<file path="config.mk">
export PLATFORM = sky130hd
export DESIGN_NAME = error_detect_stage_flat
export DESIGN_NICKNAME = d
export VERILOG_FILES = /design/src/rtl/error_detect_stage_if.sv /design/src/rtl/error_detect_stage.sv /design/src/flat_wrapper.sv
export SDC_FILE = /design/constraint.sdc
export NUM_CORES = 1
export LEC_CHECK = 0
export BUFFER_PORTS_ARGS = -buffer_cell sky130_fd_sc_hd__clkbuf_2
export CORE_ASPECT_RATIO = 0.9
export CORE_MARGIN = 1.5
export CORE_UTILIZATION = 40
export DETAILED_ROUTE_END_ITERATION = 7
export PLACE_DENSITY_LB_ADDON = 0.05
export SETUP_SLACK_MARGIN = 0.2
export SLEW_MARGIN = 20
export SYNTH_ARGS = -nofsm -noshare
export SYNTH_HDL_FRONTEND = slang
export SYNTH_SLANG_ARGS = --single-unit
</file>
<file path="constraint.sdc">
create_clock -name clk -period 4.4 [get_ports clk]
set_input_delay 0.44 -clock clk [delete_from_list [all_inputs] [get_ports clk]]
set_output_delay 0.44 -clock clk [all_outputs]
set_load 0.005 [all_outputs]
</file>
<file path="src/rtl/error_detect_stage_if.sv">
`default_nettype none
// ============================================================================
// Module      : error_detect_stage_if
// Description : Bundles the stage-controller handshake and data/status signals
//               of the timing-error detection stage.
//               master : the controller side (drives sample and the captures)
//               slave  : error_detect_stage
//               Signals:
//                 sample    controller -> stage  4-phase evaluation request
//                 d_main    controller -> stage  nominal-edge capture
//                 d_shadow  controller -> stage  end-of-window capture
//                 err0/err1 stage -> controller  dual-rail result
//                 q, q_valid                     corrected data + update pulse
//                 slow                           burst-error indication
//                 err_count                      saturating errored-eval count
// Revision    : 1.0  initial release
// ============================================================================
interface error_detect_stage_if #(
    parameter int WIDTH = 8,
    parameter int CNT_W = 8
);
    logic             sample;
    logic [WIDTH-1:0] d_main;
    logic [WIDTH-1:0] d_shadow;
    logic             err0;
    logic             err1;
    logic [WIDTH-1:0] q;
    logic             q_valid;
    logic             slow;
    logic [CNT_W-1:0] err_count;

    modport master (
        output sample, d_main, d_shadow,
        input  err0, err1, q, q_valid, slow, err_count
    );

    modport slave (
        input  sample, d_main, d_shadow,
        output err0, err1, q, q_valid, slow, err_count
    );
endinterface
`default_nettype wire

</file>
<file path="src/rtl/error_detect_stage.sv">
`default_nettype none
// ============================================================================
// Module      : error_detect_stage
// Description : Timing-error detection stage. On each synchronized evaluation
//               request it compares the nominal capture with the shadow
//               capture, answers on the dual-rail err1/err0 pair, forwards the
//               shadow data as corrected data, counts errored evaluations
//               (saturating) and raises slow on error bursts.
//               Ports:
//                 clk  rising-edge clock for all state
//                 rst  synchronous active-high reset
//                 bus  error_detect_stage_if.slave (sample, d_main, d_shadow,
//                      err0, err1, q, q_valid, slow, err_count)
// Revision    : 1.0  initial release
// ============================================================================
module error_detect_stage #(
    parameter int WIDTH   = 8,
    parameter int CNT_W   = 8,
    parameter int SYNC    = 2,
    parameter int BURST   = 2,
    parameter int RECOVER = 2
) (
    input wire logic              clk,
    input wire logic              rst,
    error_detect_stage_if.slave   bus
);

    localparam int c_CE_W = $clog2(BURST + 1);
    localparam int c_CO_W = $clog2(RECOVER + 1);

    localparam logic [c_CE_W-1:0] c_BURST     = c_CE_W'(BURST);
    localparam logic [c_CE_W-1:0] c_CE_ONE    = c_CE_W'(1);
    localparam logic [c_CO_W-1:0] c_RECOVER   = c_CO_W'(RECOVER);
    localparam logic [c_CO_W-1:0] c_CO_ONE    = c_CO_W'(1);
    localparam logic [CNT_W-1:0]  c_CNT_MAX   = {CNT_W{1'b1}};
    localparam logic [CNT_W-1:0]  c_CNT_ONE   = CNT_W'(1);

    localparam logic [1:0] c_WAIT_LOW = 2'd0;
    localparam logic [1:0] c_IDLE     = 2'd1;
    localparam logic [1:0] c_EVAL     = 2'd2;
    localparam logic [1:0] c_HOLD     = 2'd3;

    logic [SYNC-1:0]   r_sync;
    logic [SYNC-1:0]   r_fill;
    logic              w_s_sync;
    logic              w_primed;

    logic [1:0]        r_state;
    logic [1:0]        w_state_nxt;
    logic              w_capture;
    logic              w_eval;
    logic              w_release;

    logic [WIDTH-1:0]  r_m;
    logic [WIDTH-1:0]  r_s;
    logic              w_mismatch;

    logic              r_err0;
    logic              r_err1;
    logic [WIDTH-1:0]  r_q;
    logic              r_q_valid;
    logic              r_slow;
    logic [CNT_W-1:0]  r_cnt;
    logic [c_CE_W-1:0] r_ce;
    logic [c_CO_W-1:0] r_co;
    logic [c_CE_W-1:0] w_ce_inc;
    logic [c_CO_W-1:0] w_co_inc;

    // ------------------------------------------------------------------
    // Request synchronizer. r_fill shifts in ones alongside the data so we
    // know when the chain output reflects a sample taken after reset; the
    // zeros loaded by reset must not count as "request low", otherwise a
    // request held across reset would be evaluated.
    // ------------------------------------------------------------------
    generate
        if (SYNC == 1) begin : g_sync_single
            always_ff @(posedge clk) begin
                if (rst) begin
                    r_sync <= 1'b0;
                    r_fill <= 1'b0;
                end else begin
                    r_sync <= bus.sample;
                    r_fill <= 1'b1;
                end
            end
        end else begin : g_sync_chain
            always_ff @(posedge clk) begin
                if (rst) begin
                    r_sync <= '0;
                    r_fill <= '0;
                end else begin
                    r_sync <= {r_sync[SYNC-2:0], bus.sample};
                    r_fill <= {r_fill[SYNC-2:0], 1'b1};
                end
            end
        end
    endgenerate

    assign w_s_sync = r_sync[SYNC-1];
    assign w_primed = r_fill[SYNC-1];

    // ------------------------------------------------------------------
    // Control FSM
    // ------------------------------------------------------------------
    always_ff @(posedge clk) begin
        if (rst) begin
            r_state <= c_WAIT_LOW;
        end else begin
            r_state <= w_state_nxt;
        end
    end

    always_comb begin
        w_state_nxt = r_state;
        w_capture   = 1'b0;
        w_eval      = 1'b0;
        w_release   = 1'b0;
        case (r_state)
            c_WAIT_LOW: begin
                if (w_primed && !w_s_sync) begin
                    w_state_nxt = c_IDLE;
                end
            end
            c_IDLE: begin
                if (w_s_sync) begin
                    w_capture   = 1'b1;
                    w_state_nxt = c_EVAL;
                end
            end
            c_EVAL: begin
                // Completes even if the request already fell.
                w_eval      = 1'b1;
                w_state_nxt = c_HOLD;
            end
            c_HOLD: begin
                if (!w_s_sync) begin
                    w_release   = 1'b1;
                    w_state_nxt = c_IDLE;
                end
            end
            default: begin
                w_state_nxt = c_WAIT_LOW;
            end
        endcase
    end

    // ------------------------------------------------------------------
    // Datapath and statistics
    // ------------------------------------------------------------------
    assign w_mismatch = (r_m != r_s);

    // Run counters clamp at their threshold.
    assign w_ce_inc = (r_ce == c_BURST)   ? r_ce : (r_ce + c_CE_ONE);
    assign w_co_inc = (r_co == c_RECOVER) ? r_co : (r_co + c_CO_ONE);

    always_ff @(posedge clk) begin
        if (rst) begin
            r_m       <= '0;
            r_s       <= '0;
            r_err0    <= 1'b0;
            r_err1    <= 1'b0;
            r_q       <= '0;
            r_q_valid <= 1'b0;
            r_slow    <= 1'b0;
            r_cnt     <= '0;
            r_ce      <= '0;
            r_co      <= '0;
        end else begin
            r_q_valid <= 1'b0;
            if (w_capture) begin
                r_m <= bus.d_main;
                r_s <= bus.d_shadow;
            end
            if (w_release) begin
                r_err0 <= 1'b0;
                r_err1 <= 1'b0;
            end
            if (w_eval) begin
                r_err1    <= w_mismatch;
                r_err0    <= ~w_mismatch;
                r_q       <= r_s;
                r_q_valid <= 1'b1;
                if (w_mismatch) begin
                    if (r_cnt != c_CNT_MAX) begin
                        r_cnt <= r_cnt + c_CNT_ONE;
                    end
                    if (!r_slow && (w_ce_inc == c_BURST)) begin
                        r_slow <= 1'b1;
                        r_ce   <= '0;
                        r_co   <= '0;
                    end else begin
                        r_ce <= w_ce_inc;
                        r_co <= '0;
                    end
                end else begin
                    if (r_slow && (w_co_inc == c_RECOVER)) begin
                        r_slow <= 1'b0;
                        r_ce   <= '0;
                        r_co   <= '0;
                    end else begin
                        r_co <= w_co_inc;
                        r_ce <= '0;
                    end
                end
            end
        end
    end

    assign bus.err0      = r_err0;
    assign bus.err1      = r_err1;
    assign bus.q         = r_q;
    assign bus.q_valid   = r_q_valid;
    assign bus.slow      = r_slow;
    assign bus.err_count = r_cnt;

endmodule
`default_nettype wire

</file>
<file path="src/flat_wrapper.sv">
// flat-port wrapper written by rule: the top's interface ports become plain ports
module error_detect_stage_flat 
#(
    parameter int WIDTH   = 8,
    parameter int CNT_W   = 8,
    parameter int SYNC    = 2,
    parameter int BURST   = 2,
    parameter int RECOVER = 2
)
  (clk, rst, bus_sample, bus_d_main, bus_d_shadow, bus_err0, bus_err1, bus_q, bus_q_valid, bus_slow, bus_err_count);
  error_detect_stage_if #(.WIDTH(WIDTH), .CNT_W(CNT_W)) bus_i ();
  input wire logic clk;
  input wire logic rst;
  input wire logic [$bits(bus_i.sample)-1:0] bus_sample;
  input wire logic [$bits(bus_i.d_main)-1:0] bus_d_main;
  input wire logic [$bits(bus_i.d_shadow)-1:0] bus_d_shadow;
  output wire logic [$bits(bus_i.err0)-1:0] bus_err0;
  output wire logic [$bits(bus_i.err1)-1:0] bus_err1;
  output wire logic [$bits(bus_i.q)-1:0] bus_q;
  output wire logic [$bits(bus_i.q_valid)-1:0] bus_q_valid;
  output wire logic [$bits(bus_i.slow)-1:0] bus_slow;
  output wire logic [$bits(bus_i.err_count)-1:0] bus_err_count;
  assign bus_i.sample = bus_sample;
  assign bus_i.d_main = bus_d_main;
  assign bus_i.d_shadow = bus_d_shadow;
  assign bus_err0 = bus_i.err0;
  assign bus_err1 = bus_i.err1;
  assign bus_q = bus_i.q;
  assign bus_q_valid = bus_i.q_valid;
  assign bus_slow = bus_i.slow;
  assign bus_err_count = bus_i.err_count;
  error_detect_stage #(.WIDTH(WIDTH), .CNT_W(CNT_W), .SYNC(SYNC), .BURST(BURST), .RECOVER(RECOVER)) u_core (.clk(clk), .rst(rst), .bus(bus_i));
endmodule
</file>
==> results of run 1 <==
[cells by family (layout without fill, tap and decap cells)]
group	Yosys count	after routing	synth area share, %
simple gates	88	88	21.9
flops	46	46	47.2
compound gates	38	38	11.5
buf+inv	22	58	4.55
mux	13	13	6.86
xor+xnor	8	8	3.59
fa+ha+maj	7	7	4.49
[per-layer routing]
layer  global-route usage, %  vias up  share of wire, %  routed length [um]
li1                        -      814                 -                   -
met1                    23.3      688                55                2140
met2                    21.2       29                40                1560
met3                    3.55        5               3.7                 144
met4                    4.94        0               1.1                  42
met5                       0        -                 0                   0
[worst min-delay path: stages]
cell,delay [ns]
clkbuf_2,0.08
nand2_1,0.04
a21oi_1,0.05
[through the flow]
stage	total power (W)	instances	util [%]	worst slack, ns	instance area (um^2)
after global placement	0.000678	312	47.6	2.05	2180
after floorplan	0.000633	222	-	2.86	1950
after global routing	0.000991	320	49.6	1.85	2270
final	0.000930	320	49.6	2.04	2270
after detailed placement	0.000679	312	47.6	2.02	2180
after CTS	0.000942	320	49.5	2.01	2270
[report_power, final]
part / internal [W] / switching [W] / total, W
clock: 0.000127 / 0.000135 / 0.000262
combinational: 0.0000805 / 0.000126 / 0.000207
sequential: 0.000442 / 0.0000188 / 0.000461
[Yosys cell counts (all sizes together) (2+ instances only)]
master / n / area share (%)
a21oi: 27 / 6.9
a2bb2oi: 2 / 0.90
buf: 5 / 1.3
clkbuf: 5 / 0.96
dfxtp: 46 / 47
ha: 7 / 4.5
inv: 12 / 2.3
mux2: 3 / 1.7
mux2i: 10 / 5.1
nand2: 43 / 8.3
nand3: 4 / 1.0
nand4: 4 / 1.9
nor2: 20 / 4.4
nor2b: 6 / 1.9
nor3: 2 / 0.77
nor4: 2 / 0.64
o31a: 2 / 0.90
xnor2: 8 / 3.6
[flip-flops by register name (all words and copies together), names as in the netlist]
| name | count |
|---|---|
| u_core.bus.err1 | 1 |
| u_core.r_m | 8 |
| u_core.r_state | 2 |
| u_core.bus.q_valid | 1 |
| u_core.r_s | 8 |
| u_core.r_fill | 2 |
| u_core.bus.err0 | 1 |
| u_core.bus.err_count | 8 |
| u_core.r_ce | 2 |
| u_core.r_sync | 2 |
| u_core.bus.slow | 1 |
| u_core.r_co | 2 |
| u_core.bus.q | 8 |
[final cells by class]
| cell class | count | area, um^2 |
|---|---|---|
| repair buffers | 38 | 190 |
| clock inverters | 1 | 5.00 |
| clock buffers | 7 | 86.3 |
| flip-flops and latches | 46 | 921 |
| fillers | 440 | 2310 |
| inverters | 12 | 45.0 |
| multi-input cells | 154 | 945 |
| well taps | 62 | 77.6 |
[layout by cell type (no fill, tap or decap), types with 2 or more instances in the layout]
cell type	count
nand4_2	2
nand4_1	2
mux2_2	2
dfxtp_1	46
inv_1	12
nor2_2	2
a21oi_1	27
ha_1	7
nand3_1	4
xnor2_1	8
nor2_1	17
a2bb2oi_1	2
o31a_1	2
nand2_1	43
nor4_1	2
nor2b_1	6
clkbuf_8	6
clkbuf_2	38
mux2i_1	10
[worst paths after layout]
check                    startpoint                       to  slack, ns  cells after the start
hold / removal      bus_d_shadow[6]            u_core.r_s[6]       0.36                      3
setup reg to reg  u_core.r_state[0]  u_core.bus.err_count[0]       2.04                      5
setup / recovery  u_core.r_state[0]  u_core.bus.err_count[0]       2.04                      5
hold reg to reg    u_core.r_sync[0]         u_core.r_sync[1]       0.44                      1
==> results.cfg, run 1 <==
[layout]
syn_to_final_growth_pct = 16.3
diodes = 0
fin_nets = 283
drive_above_1_share_pct = 20.9

[worst_setup_path]
worst_path_most_repeated_cell = inv_1
crit_arrival_ns = 2.53
setup.worst_path.end_class = flop
startpoint_type = flop
path_max_fanout = 20
critical_path.top_delay_family = adder cells
slowest_delay_ns = 0.77
crit_buf_inv = 2
path_class = flop to flop
crit_chain = inv_1, ha_1, inv_1, nor3_2, mux2_1
cp.required_ns = 4.58
crit_slowest_cell = ha_1

[synth]
synth_edf_count = 0
synth_ff_type = dfxtp_1
yosysSeqAreaShare_pct = 47.2
synth_warnings = 0
synth_nets = 248
synth-seq-cells = 46
synthesis.area_um2 = 1950
syn_inst = 222
ys_async_sr_fraction_pct = 0
synth.avg_cell_area_um2 = 8.79
synth.distinct_cells = 39

[flow_run]
cap_viol_max_count = 0

[floorplanning]
die-area_um2 = 5310
fp.dieW_um = 76.6
rows = 23
ios = 39
core-area_um2 = 4580
start_util_pct = 42.7
die_h_um = 69.3

[clocking]
cts_root_buf = clkbuf_8
cts_tree = done
htreeDepth = 2
insertion_delay_ns = 0.29
cts.clk_slew.worst_paths_ns = 0.08
clock_path_buffers = 2
post_cts_buffers = 0
numCtsBuffers = 5
cts_resized = 0
cts.sinks = 46
hold_buffers = 0

[drt]
first_pass_iters = 4
drtIter0Drc = 100
num_vias = 1536
drc = 0
wire_per_inst_um = 12.1
vias_per_cell = 4.80
totalWireLength_um = 3890
postRouteAntennaNets = 0

[power]
p_leak_nw = 0.845
vdd_drop_max_v = 0.000212
powerDensity_nw_per_um2 = 410

[min_path]
hp-class = primary input to flop

[placed_design]
hpwl_um = 2680
portBuffers = 38
place.gp.congestion = 0.732

[timing]
max-slew-margin-rel_pct = 36.6
fin_crit_ns = 2.36
period_share_pct = 53.5
clock_skew_ns = 0.00932
setup_viol = 0
max_freq_mhz = 425
worst_slew_pin_slew_ns = 0.951
final.setup.tns_ns = 0
drv_slew = 0
hold_viol = 0
rsz0062_at_grt = no
hold_ws_ns = 0.360

[grt]
grt_start_max_net_pins = 47
grtUsageTotal_pct = 15.4
grt_pass1_vias = 1363
antenna_found_initial = 0
grt_pass1_wl_um = 6520
grt_overflow = 0

[run_status]
status = finished clean
Power figures use the tool's default switching activity.
==> run 2: changes to the inputs <==
ABC_AREA = 1   (was default)
clock period = 2.15 ns   (was 4.4 ns; I/O delays follow)
==> run 2 against run 1 <==
Effect of this change:
- clock skew shrank 0.0053 ns
- design area grew 2.1%
- non-clock buffer count grew 4
- final cell count grew 14%
- routed wire length grew 3.8%
- first-iteration DRC count shrank 53%
- critical path depth grew 1
- power grew 130%
- hold slack lost 0.25 ns
- die area grew 1.7%
- highest routed layer unchanged
- combinational power grew to 3.1 times the previous value
- synthesized cell count grew 18%
==> results.cfg, run 2 <==
[worst_setup_path]
path_max_fanout = 17
startpoint_type = flop
cp.required_ns = 2.38
crit_arrival_ns = 1.87
crit_slowest_cell = nand2_1
crit_chain = inv_1, ha_1, nand2_1, buf_4, o21ai_0, a21oi_1
critical_path.top_delay_family = simple AND/OR/NAND/NOR gates
setup.worst_path.end_class = flop
crit_buf_inv = 2
path_class = flop to flop
slowest_delay_ns = 0.39

[floorplanning]
fp.dieW_um = 77.3
ios = 39
die-area_um2 = 5400
rows = 24
core-area_um2 = 4800
die_h_um = 69.9
start_util_pct = 41.4

[drt]
drc = 0
num_vias = 1695
wire_per_inst_um = 11.1
vias_per_cell = 4.64
drtIter0Drc = 47
postRouteAntennaNets = 0
first_pass_iters = 4
totalWireLength_um = 4030

[timing]
setup_viol = 0
fin_crit_ns = 1.64
rsz0062_at_grt = no
max_freq_mhz = 610
final.setup.tns_ns = 0
clock_skew_ns = 0.00400
hold_viol = 0
period_share_pct = 76.2
drv_slew = 0
worst_slew_pin_slew_ns = 0.793
max-slew-margin-rel_pct = 47.1

[clocking]
cts_tree = done
htreeDepth = 2
post_cts_buffers = 0
hold_buffers = 0
cts.clk_slew.worst_paths_ns = 0.08
cts_resized = 0
cts.sinks = 46
cts_root_buf = clkbuf_8
clock_path_buffers = 2
insertion_delay_ns = 0.30
numCtsBuffers = 5

[layout]
fin_nets = 326
final_cells = 365
multi_input_area_um2 = 902
mostFrequentLayoutCell = nand2_1
fill_cells = 512
register_area_um2 = 921
layout_common_cells = 49 x nand2_1, 46 x dfxtp_1, 38 x clkbuf_2
drive_above_1_share_pct = 20.3
diodes = 0
syn_to_final_growth_pct = 16.6

[grt]
grtUsageTotal_pct = 16.9
grt_overflow = 0
grt_pass1_vias = 1607
antenna_found_initial = 0
grt_pass1_wl_um = 7180
grt_start_max_net_pins = 31

[power]
powerDensity_nw_per_um2 = 941
finalPower_w = 0.00218
vdd_drop_max_v = 0.000439
p_leak_nw = 1.02

[synth]
synth_ff_type = dfxtp_1
ys_top_cells_by_area = dfxtp_1 46%, nand2_1 9.3%, a21oi_1 7.3%
yosys.area.top_type = dfxtp_1
netlist_top_cells_count = 49 x nand2_1, 46 x dfxtp_1, 34 x nor2_1
post-synth-top-count-cell = nand2_1
yosysSeqAreaShare_pct = 46.3
synthesis.area_um2 = 1990
synth_edf_count = 0
synth-seq-cells = 46
synth_nets = 288
ys_async_sr_fraction_pct = 0
synth.avg_cell_area_um2 = 7.58
syn_inst = 262
synth_warnings = 0
synth.distinct_cells = 23
netlist.area_leader.share_pct = 46.3

[placed_design]
dp.cells = 358
hpwl_um = 2900
place.gp.congestion = 0.774
portBuffers = 38

[min_path]
hp-class = primary input to flop

[run_status]
status = finished clean

[flow_run]
cap_viol_max_count = 0
run 2: cell types whose count changed in the layout (fill, tap and decap cells not counted), moves of 8 or more:
cell,delta
inv_1,+11
inv_2,+8
mux2i_1,-10
o21ai_0,+21
nor2_1,+17
run 2: through the flow:
step	utilization (%)	hold slack (ns)	area [um^2]	worst slack (ns)
after detailed placement	46.6	0.396	2240	0.498
after floorplan	-	0.322	1990	0.765
final	48.2	0.110	2320	0.511
after global routing	48.2	0.104	2320	0.316
after global placement	46.6	0.402	2240	0.528
after CTS	48.2	0.102	2320	0.480
run 2: worst reg2reg max path: cells and delay by family, from the launching register on:
family                   cells  cell delay [ns]
AND/OR/NAND/NOR              1             0.39
flip-flops                   1             0.36
buffers and inverters        2             0.35
AO/OA/AOI/OAI                2             0.28
adder cells (fa/ha/maj)      1             0.20
run 2: area by class of cell:
class                           count  share of cell area (%)
Inverter                           31                    5.02
Tap cell                           65                    3.51
Multi-Input combinational cell    174                    38.9
Clock buffer                        7                    3.29
Timing Repair Buffer               42                    9.50
Sequential cell                    46                    39.7
run 2: worst paths after layout:
kind,start,to,slack (ns),depth (start not counted)
setup / recovery,u_core.r_state[1],u_core.r_m[6],0.51,6
hold reg to reg,u_core.r_sync[0],u_core.r_sync[1],0.41,2
setup reg to reg,u_core.r_state[1],u_core.r_m[6],0.51,6
hold / removal,bus_sample,u_core.r_sync[0],0.11,3
run 2: per-layer routing:
metal | share of wire, % | track usage, %
met4 | 1.6 | 7.88
met3 | 4.2 | 4.58
met5 | 0 | 0
met2 | 42 | 25.6
met1 | 52 | 22.3
run 2: power breakdown:
part / total, W / internal (W) / switching [W] / leakage, nW
combinational: 0.000644 / 0.000234 / 0.000409 / 0.612
clock: 0.000500 / 0.000224 / 0.000276 / 0.0383
sequential: 0.00104 / 0.000972 / 0.0000659 / 0.374
total: 0.00218 / 0.00143 / 0.000751 / 1.02
run 2: cell families (layout without fill, tap and decap cells):
kind of cell	after synthesis	in the layout	synth area share, %
DFF	46	46	46.3
buffers and inverters	42	80	8.25
AOI/OAI and AO/OA	60	60	15.6
and+or+nand+nor	101	101	22.7
adders and majority gates	7	7	4.41
xor gates and xnor gates	6	6	2.65
==> run 3: changes to the inputs <==
clock period = 1.48 ns   (was 2.15 ns; I/O delays follow)
==> run 3 against run 2 <==
Effect of this change:
- count of clock-buffer cells in the layout fell by 1
- sequential power is 47% higher
- final cell count up 6.6%
- combinational power rose by 100%
- first-iteration DRC count grew 60%
- largest cell class is now multi-input gates
==> results.cfg, run 3 (synthesis gave the netlist of run 2 again) <==
[floorplanning]
fp.dieW_um = 77.3
die_h_um = 69.9
rows = 24
die-area_um2 = 5400
ios = 39
start_util_pct = 41.4
core-area_um2 = 4800

[worst_setup_path]
crit_buf_inv = 1
slowest_delay_ns = 0.37
path_class = flop to flop
setup.worst_path.end_class = flop
r2r_slack_ns = 0.09
startpoint_type = flop
path_max_fanout = 5
crit_chain = ha_4, nand2_4, nor3_4, nand3_4, buf_6, nand4_1, a21oi_2
crit_arrival_ns = 1.59
crit_slowest_cell = dfxtp_4
cp.required_ns = 1.68
critical_path.top_delay_family = simple AND/OR/NAND/NOR gates

[clocking]
cts.clk_slew.worst_paths_ns = 0.09
cts_root_buf = clkbuf_8
cts_tree = done
clock_path_buffers = 2
numCtsBuffers = 5
htreeDepth = 2
insertion_delay_ns = 0.30
hold_buffers = 0
cts.sinks = 46

[timing]
worst_slew_pin_slew_ns = 0.262
rsz0062_at_grt = yes
hold_ws_ns = 0.0411
clock_skew_ns = 0.00510
period_share_pct = 94.2
drv_slew = 0
timing.final.ws_setup_ns = 0.0855
fin_crit_ns = 1.39
hold_viol = 0
setup_viol = 0
max-slew-margin-rel_pct = 82.5
final.setup.tns_ns = 0
max_freq_mhz = 717

[grt]
grt_start_max_net_pins = 30
gr-max-usage-layer = met2
antenna_found_initial = 0
grt_pass1_wl_um = 7170
grt_overflow = 0
grtUsageTotal_pct = 16.5
met1_usage_pct = 22.8
met2_usage_pct = 25.2
grt_pass1_vias = 1635
grt_use_met3_pct = 4.18

[drt]
drc = 0
first_pass_iters = 4
vias_per_cell = 4.62
num_vias = 1799
drtIter0Drc = 75
wire_per_inst_um = 11.3
totalWireLength_um = 4400
postRouteAntennaNets = 0

[power]
vdd_drop_max_v = 0.000678
p_leak_nw = 1.19
powerDensity_nw_per_um2 = 1390
finalPower_w = 0.00370

[placed_design]
portBuffers = 38
post-place-ws_ns = 0.0713
hpwl_um = 2950
place.gp.congestion = 0.801
placed_area_um2 = 2330

[run_status]
status = finished clean

[layout]
fin_nets = 349
diodes = 0
fill_cells = 484
design_area_um2 = 2660
drive_above_1_share_pct = 35.2
layout_common_cells = 44 x nand2_1, 38 x clkbuf_2, 38 x dfxtp_1
mostFrequentLayoutCell = nand2_1
syn_to_final_growth_pct = 33.8

[flow_run]
cap_viol_max_count = 0

[min_path]
hp-class = primary input to flop
run 3: area by class of cell:
class | instances | area [um^2] | area share (%)
repair buffers | 63 | 403 | 15.2
multi-input cells | 176 | 1020 | 38.2
well taps | 65 | 81.3 | 3.06
clock inverters | 2 | 10.0 | 0.376
inverters | 31 | 116 | 4.38
flip-flops and latches | 46 | 938 | 35.3
clock buffers | 6 | 93.8 | 3.53
run 3: final timing paths:
check,start,to,cells past startpoint
setup / recovery,u_core.bus.err_count[1],u_core.bus.err_count[4],7
hold / removal,bus_sample,u_core.r_sync[0],3
setup reg to reg,u_core.bus.err_count[1],u_core.bus.err_count[4],7
hold reg to reg,u_core.r_fill[0],u_core.r_fill[1],2
run 3: what timing repair did:
action,in CTS,in global routing
gates cloned,2,1
endpoints found under the setup margin,15,36
hold endpoints to repair,0,0
pin swaps,2,11
gates resized for setup,12,24
setup buffers,4,8
run 3: metrics by stage:
stage               std cells  util [%]
floorplan                 262         -
global placement          366      48.5
detailed placement        366      48.5
CTS                       380      52.4
global route              389      55.3
finish                    389      55.3
run 3: worst reg2reg max path: cells and delay by family (launching register included):
kind | cells | cell delay [ns]
simple gates | 4 | 0.56
fa+ha+maj | 1 | 0.14
buf+inv | 1 | 0.16
compound gates | 1 | 0.07
flops | 1 | 0.37
run 3: routing by layer:
| metal | up-vias | routed length [um] |
|---|---|---|
| met5 | - | 0 |
| met4 | 0 | 29 |
| met2 | 32 | 1900 |
| li1 | 967 | - |
| met3 | 4 | 153 |
| met1 | 796 | 2320 |
run 3: power breakdown:
part	leakage (nW)	total [W]	internal (W)	switching, W
sequential	0.379	0.00153	0.00143	0.000109
clock	0.0561	0.000858	0.000430	0.000428
combinational	0.756	0.00131	0.000559	0.000751
total	1.19	0.00370	0.00241	0.00129
